`src/rtl/layer_mixer_if.sv`:
```
// layer_mixer_if: pixel/sync bundle between a video source and layer_mixer.
// master drives layers and raw timing; slave returns composited pixels.
interface layer_mixer_if;
  logic [23:0] layer0;
  logic [23:0] layer1;
  logic [23:0] layer2;
  logic [23:0] layer3;
  logic        hsync_in;
  logic        vsync_in;
  logic        blank_in;
  logic        screen_change;
  logic [23:0] pixel_out;
  logic        hsync_out;
  logic        vsync_out;
  logic        blank_out;
  logic        fade_done;

  modport master (
    output layer0, layer1, layer2, layer3,
    output hsync_in, vsync_in, blank_in, screen_change,
    input  pixel_out, hsync_out, vsync_out, blank_out, fade_done
  );

  modport slave (
    input  layer0, layer1, layer2, layer3,
    input  hsync_in, vsync_in, blank_in, screen_change,
    output pixel_out, hsync_out, vsync_out, blank_out, fade_done
  );
endinterface

```
`src/rtl/layer_mixer.sv`:
```
// layer_mixer: 4-layer priority compositor with 2-stage pixel pipe and screen fade.
// Define LAYER_MIXER_FADE_EN to build the fade FSM and channel scaler.
module layer_mixer #(
  parameter int unsigned SYNC_DELAY      = 3,
  parameter logic [23:0] BG_COLOR        = 24'h000000,
  parameter int unsigned FRAMES_PER_STEP = 2
) (
  input logic           pixel_clk,
  input logic           reset,
  layer_mixer_if.slave  bus
);

  localparam int unsigned N = SYNC_DELAY + 2;

  typedef struct packed {
    logic hs;
    logic vs;
    logic bl;
  } sync_t;

  sync_t       sync_q [N];
  logic [23:0] sel_q, sel_d;
  logic [23:0] pix_q, pix_d;
  logic [23:0] scaled;

  always_comb begin
    sel_d = BG_COLOR;
    if (bus.layer0 != 24'h0)      sel_d = bus.layer0;
    else if (bus.layer1 != 24'h0) sel_d = bus.layer1;
    else if (bus.layer2 != 24'h0) sel_d = bus.layer2;
    else if (bus.layer3 != 24'h0) sel_d = bus.layer3;
  end

`ifdef LAYER_MIXER_FADE_EN
  typedef enum logic [1:0] {
    HOLD,
    BLACK,
    FADING
  } state_t;

  localparam logic [7:0] FPS_M1 = 8'(FRAMES_PER_STEP - 1);

  state_t     state_q, state_d;
  logic [4:0] level_q, level_d;
  logic [7:0] cnt_q, cnt_d;
  logic       vs_q;
  logic       done_q;
  logic       boundary;

  function automatic logic [7:0] scale(
    input logic [7:0] c,
    input logic [4:0] lv
  );
    logic [12:0] p;
    p = 13'(c) * 13'(lv);
    return 8'(p >> 4);
  endfunction

  assign boundary = vs_q & ~bus.vsync_in;

  always_comb begin
    state_d = state_q;
    level_d = level_q;
    cnt_d   = cnt_q;
    if (bus.screen_change) begin
      state_d = BLACK;
      level_d = 5'd0;
      cnt_d   = 8'd0;
    end else begin
      unique case (state_q)
        HOLD: ;
        BLACK: if (boundary) state_d = FADING;
        FADING: begin
          if (boundary) begin
            if (cnt_q == FPS_M1) begin
              cnt_d   = 8'd0;
              level_d = level_q + 5'd1;
              if (level_q == 5'd15) state_d = HOLD;
            end else begin
              cnt_d = cnt_q + 8'd1;
            end
          end
        end
        default: state_d = HOLD;
      endcase
    end
  end

  always_ff @(posedge pixel_clk) begin
    if (reset) begin
      state_q <= HOLD;
      level_q <= 5'd16;
      cnt_q   <= 8'd0;
      vs_q    <= 1'b1;
      done_q  <= 1'b1;
    end else begin
      state_q <= state_d;
      level_q <= level_d;
      cnt_q   <= cnt_d;
      vs_q    <= bus.vsync_in;
      done_q  <= (state_d == HOLD);
    end
  end

  assign scaled = {scale(sel_q[23:16], level_q),
                   scale(sel_q[15:8],  level_q),
                   scale(sel_q[7:0],   level_q)};
  assign bus.fade_done = done_q;
`else
  logic unused_sc;

  assign unused_sc     = bus.screen_change;
  assign scaled        = sel_q;
  assign bus.fade_done = 1'b1;
`endif

  // Mask with the blank bit that becomes blank_out on the same edge.
  always_comb begin
    pix_d = sync_q[N-2].bl ? 24'h0 : scaled;
  end

  always_ff @(posedge pixel_clk) begin
    if (reset) begin
      sel_q <= 24'h0;
      pix_q <= 24'h0;
      for (int i = 0; i < N; i++) sync_q[i] <= '{hs: 1'b1, vs: 1'b1, bl: 1'b1};
    end else begin
      sel_q     <= sel_d;
      pix_q     <= pix_d;
      sync_q[0] <= '{hs: bus.hsync_in, vs: bus.vsync_in, bl: bus.blank_in};
      for (int i = 1; i < N; i++) sync_q[i] <= sync_q[i-1];
    end
  end

  assign bus.pixel_out = pix_q;
  assign bus.hsync_out = sync_q[N-1].hs;
  assign bus.vsync_out = sync_q[N-1].vs;
  assign bus.blank_out = sync_q[N-1].bl;

endmodule

```
`src/flat_wrapper.sv`:
```
// flat-port wrapper written by rule: the top's interface ports become plain ports
module layer_mixer_flat 
#(
  parameter int unsigned SYNC_DELAY      = 3,
  parameter logic [23:0] BG_COLOR        = 24'h000000,
  parameter int unsigned FRAMES_PER_STEP = 2
)
  (pixel_clk, reset, bus_layer0, bus_layer1, bus_layer2, bus_layer3, bus_hsync_in, bus_vsync_in, bus_blank_in, bus_screen_change, bus_pixel_out, bus_hsync_out, bus_vsync_out, bus_blank_out, bus_fade_done);
  layer_mixer_if bus_i ();
  input logic pixel_clk;
  input logic reset;
  input wire logic [$bits(bus_i.layer0)-1:0] bus_layer0;
  input wire logic [$bits(bus_i.layer1)-1:0] bus_layer1;
  input wire logic [$bits(bus_i.layer2)-1:0] bus_layer2;
  input wire logic [$bits(bus_i.layer3)-1:0] bus_layer3;
  input wire logic [$bits(bus_i.hsync_in)-1:0] bus_hsync_in;
  input wire logic [$bits(bus_i.vsync_in)-1:0] bus_vsync_in;
  input wire logic [$bits(bus_i.blank_in)-1:0] bus_blank_in;
  input wire logic [$bits(bus_i.screen_change)-1:0] bus_screen_change;
  output wire logic [$bits(bus_i.pixel_out)-1:0] bus_pixel_out;
  output wire logic [$bits(bus_i.hsync_out)-1:0] bus_hsync_out;
  output wire logic [$bits(bus_i.vsync_out)-1:0] bus_vsync_out;
  output wire logic [$bits(bus_i.blank_out)-1:0] bus_blank_out;
  output wire logic [$bits(bus_i.fade_done)-1:0] bus_fade_done;
  assign bus_i.layer0 = bus_layer0;
  assign bus_i.layer1 = bus_layer1;
  assign bus_i.layer2 = bus_layer2;
  assign bus_i.layer3 = bus_layer3;
  assign bus_i.hsync_in = bus_hsync_in;
  assign bus_i.vsync_in = bus_vsync_in;
  assign bus_i.blank_in = bus_blank_in;
  assign bus_i.screen_change = bus_screen_change;
  assign bus_pixel_out = bus_i.pixel_out;
  assign bus_hsync_out = bus_i.hsync_out;
  assign bus_vsync_out = bus_i.vsync_out;
  assign bus_blank_out = bus_i.blank_out;
  assign bus_fade_done = bus_i.fade_done;
  layer_mixer #(.SYNC_DELAY(SYNC_DELAY), .BG_COLOR(BG_COLOR), .FRAMES_PER_STEP(FRAMES_PER_STEP)) u_core (.pixel_clk(pixel_clk), .reset(reset), .bus(bus_i));
endmodule
```
`config.mk`:
```
export PLATFORM = sky130hd
export DESIGN_NAME = layer_mixer_flat
export DESIGN_NICKNAME = d
export VERILOG_FILES = /design/src/rtl/layer_mixer_if.sv /design/src/rtl/layer_mixer.sv /design/src/flat_wrapper.sv
export SDC_FILE = /design/constraint.sdc
export NUM_CORES = 1
export LEC_CHECK = 0
export ABC_CLOCK_PERIOD_IN_PS = 5600
export CAP_MARGIN = 10
export CORE_MARGIN = 8
export CORE_UTILIZATION = 35
export DETAILED_ROUTE_END_ITERATION = 10
export GPL_TIMING_DRIVEN = 0
export PLACE_DENSITY = 0.72
export SYNTH_ARGS = -nofsm -noshare
export SYNTH_HDL_FRONTEND = slang
export SYNTH_SLANG_ARGS = --single-unit
```
`constraint.sdc`:
```
create_clock -name pixel_clk -period 5.6 [get_ports pixel_clk]
set_clock_uncertainty 0.2 [all_clocks]
set_input_delay 1.68 -clock pixel_clk [delete_from_list [all_inputs] [get_ports pixel_clk]]
set_output_delay 1.68 -clock pixel_clk [all_outputs]
set_load 0.01 [all_outputs]
```
==> impl_metrics.csv, run 1 <==
group,metric,value,unit
run_status,outcome,"completed",
global_route,grt_remaining_overflow,0,
cts,cts-hold-fix-buffers,0,
placement,hpwl,6730,um
timing,post-route-period-util,68.9,%
drt,drt_pass1_iterations,4,
cts,clock_path_buffers,2,
drt,total_wirelength_of_the_detailed_routed_design,7940,um
worst_setup_path,critPathLaunchType,"primary input",
die,ioPinCount,130,
cts,post_cts.resized_instances,0,
global_route,antenna_violations_before_repair,0,
die,core_area,6310,um2
layout,antennaDiodeCount,0,
pwr,power_per_cell_area,260,nW/um2
cts,clock_buffer_count_from_cts,9,
worst_setup_path,critPathCaptureType,"flop",
timing,fmax,259,MHz
cts,path_clk_slew,60,ps
timing,maxSlewHeadroom,66.6,%
min_path,tightest_hold_check_type,"flop to flop",
placement,port_buffers,126,
worst_setup_path,critPathArrivalTime,3900,ps
global_route,top_usage_layer,"met2",
global_route,grt_start_max_net_pins,13,
job,maxCapViolations,0,
layout,final_common_cell,"clkdlybuf4s50_1",
worst_setup_path,critical_path_required,5640,ps
pwr,clkPwrFrac,42.5,%
placement,place.gp.congestion,0.864,
synth,ys.warnings.count,0,
die,initial_core_util,35.9,%
drt,route.detailed.vias_per_inst,5.03,
global_route,grt_util_met1,18.1,%
timing,report.final.setup_viol,0,
global_route,via_count_of_the_first_global_routing_pass,2320,
layout,fill_cells,559,
cts,ctsRootBufferMaster,"clkbuf_8",
pwr,p_int,788,uW
drt,drc,0,
synth,synth.net_count,334,
cts,cts_htree_levels,3,
drt,final_antenna_net_count,0,
layout,most_used_cells_in_the_layout_excluding_fill_and_tap_cells,"clkdlybuf4s50_1, dfxtp_1, a21oi_1",
global_route,fraction_of_met3_tracks_used_by_global_routing,4.17,%
timing,rsz0062_at_grt,"false",
timing,hold_violations,0,
placement,place.detailed.instances,435,
pwr,combinationalPowerShare,11.3,%
pwr,netSwitchingFraction,21.3,%
cts,post-cts-setup-buffer-count,0,
cts,cts_tree,"built",
worst_setup_path,crit_fanout,10,
synth,post_synth_inst_count,232,
layout,drive_gt1_share,9.89,%
global_route,grt_util_met2,30.6,%
drt,dr_total_vias,2270,
drt,post_drt_wl_per_cell,17.6,um
global_route,global_route_wire_length_before_repair,11700,um
synth,post_synth.cell_area_avg,9.78,um2
die,placementRows,29,
global_route,grt_util_all_layers,17.3,%
worst_setup_path,worst-setup-path-type,"primary input to flop",
synth,seq_area_frac_synth,55.6,%
pwr,peakVddDrop,0.163,mV
timing,report.final.slew_viol_count,0,
layout,fin_nets,471,
die,fp.dieH,96.5,um
cts,cts_num_sinks,63,
die,die_width,96.5,um
timing,worstMarginPinSlew,501,ps
layout,area_overhead_of_the_layout_relative_to_synthesis,69.6,%
layout,fin_cells,451,
timing,final.setup.tns,0,ps
drt,detailedRoute.firstIterationViolations,80,
pwr,power.net_switching,213,uW
synth,postSynthRegisterBits,63,
timing,post-route-min-period,3860,ps
synth,synthesis.area,2270,um2
pwr,seq_power_share,46.2,%
cts,insertion_delay_to_the_later_sink_of_the_worst_skew_pair,330,ps
pwr,power_leakage,0.00142,uW
die,fp.dieArea,9310,um2
synth,synth.lib_cells_used.distinct,25,
[power by group through the flow]
stage          clock network [uW]  registers (uW)  logic, uW
3_3_place_gp                    0             473        111
6_report                      425             463        113
2_1_floorplan                   0             473       24.5
4_1_cts                       431             463        113
3_5_place_dp                    0             473        112
5_1_grt                       456             464        121
[registers in the layout, summed over array words and instances (netlist names)]
name and cells:
u_core.bus.pixel_out 24, u_core.scaled 24, u_core.sync_q 15
[final cells by class]
class	instances	area (um2)	share of cell area (%)
repair buffers	126	1260	32.8
clock buffers	9	124	3.22
flip-flops and latches	63	1260	32.8
plain buffers	13	70.1	1.82
inverters	7	26.3	0.683
multi-input cells	149	911	23.7
clock inverters	7	96.3	2.50
well taps	77	96.3	2.50
[critical path, stage by stage]
cell and delay (ps):
clkdlybuf4s50_1 430, nor4_1 420, nand4_1 170, nor2_1 370
clkbuf_1 450, a21oi_1 170, o221ai_1 210
[metrics by stage]
| stage | area (um2) | worst slack, ps | power [uW] | utilization [%] | hold WS (ps) |
|---|---|---|---|---|---|
| 3_3_place_gp | 3630 | 1390 | 583 | 57.4 | 192 |
| 6_report | 3850 | 1740 | 1000 | 60.9 | 209 |
| 2_1_floorplan | 2270 | 2320 | 497 | - | 189 |
| 5_1_grt | 3850 | 1540 | 1040 | 60.9 | 227 |
| 3_5_place_dp | 3630 | 1370 | 585 | 57.4 | 194 |
| 4_1_cts | 3850 | 1710 | 1010 | 60.9 | 212 |
[kinds of logic after synthesis]
logic type / share of synthesized area, %
DFF: 55.6
and+or+nand+nor: 23.3
buffers and inverters: 4.25
AOI/OAI and AO/OA: 16.7
other: 0.165
[worst paths after layout]
| path | start | endpoint | slack (ps) | depth (start not counted) |
|---|---|---|---|---|
| setup reg to reg | u_core.sync_q[0][9] | u_core.bus.pixel_out[10] | 4150 | 3 |
| setup / recovery | bus_layer2[1] | u_core.scaled[8] | 1740 | 7 |
| hold reg to reg | u_core.sync_q[0][10] | u_core.sync_q[0][13] | 210 | 1 |
| hold / removal | u_core.sync_q[0][10] | u_core.sync_q[0][13] | 210 | 1 |
[cell usage after synthesis (all sizes together)]
cell type / n / area share (%)
a2111oi: 8 / 3.1
a21oi: 33 / 7.3
and2: 24 / 6.6
and3: 1 / 0.28
and4: 1 / 0.39
buf: 2 / 0.83
clkbuf: 11 / 2.3
conb: 1 / 0.17
dfxtp: 63 / 56
inv: 7 / 1.2
nand2: 3 / 0.50
nand2b: 12 / 3.3
nand3: 1 / 0.22
nand4: 2 / 0.55
nor2: 8 / 1.4
nor4: 18 / 5.0
o221ai: 7 / 2.7
o22ai: 13 / 3.6
or2: 15 / 4.2
or3: 2 / 0.83
[routing by layer]
layer  part of all wire (%)  vias up
met5                      0        -
met4                    4.0        0
met3                    7.8       25
met2                     51       97
met1                     37     1035
li1                       -     1113
Power figures use the tool's default switching activity.
==> run 2: changes to the inputs <==
--- a/config.mk
+++ b/config.mk
@@ -5,7 +5,7 @@
 export SDC_FILE = /design/constraint.sdc
 export NUM_CORES = 1
 export LEC_CHECK = 0
-export ABC_CLOCK_PERIOD_IN_PS = 5600
+export ABC_CLOCK_PERIOD_IN_PS = 3800
 export CAP_MARGIN = 10
 export CORE_MARGIN = 8
 export CORE_UTILIZATION = 35
==> constraint.sdc (replaced) <==
create_clock -name pixel_clk -period 3.8 [get_ports pixel_clk]
set_clock_uncertainty 0.2 [all_clocks]
set_input_delay 1.14 -clock pixel_clk [delete_from_list [all_inputs] [get_ports pixel_clk]]
set_output_delay 1.14 -clock pixel_clk [all_outputs]
set_load 0.01 [all_outputs]
==> results of run 2 <==
Same layout as run 1 (identical final DEF). Status: completed.
Among the figures that moved: setup slack after placement 1370 ps -> 113 ps; setup slack after layout 1740 ps -> 479 ps; register-to-register setup slack 4150 ps -> 2350 ps; total power 1000 uW -> 1470 uW; worst IR drop on VDD 0.163 mV -> 0.241 mV
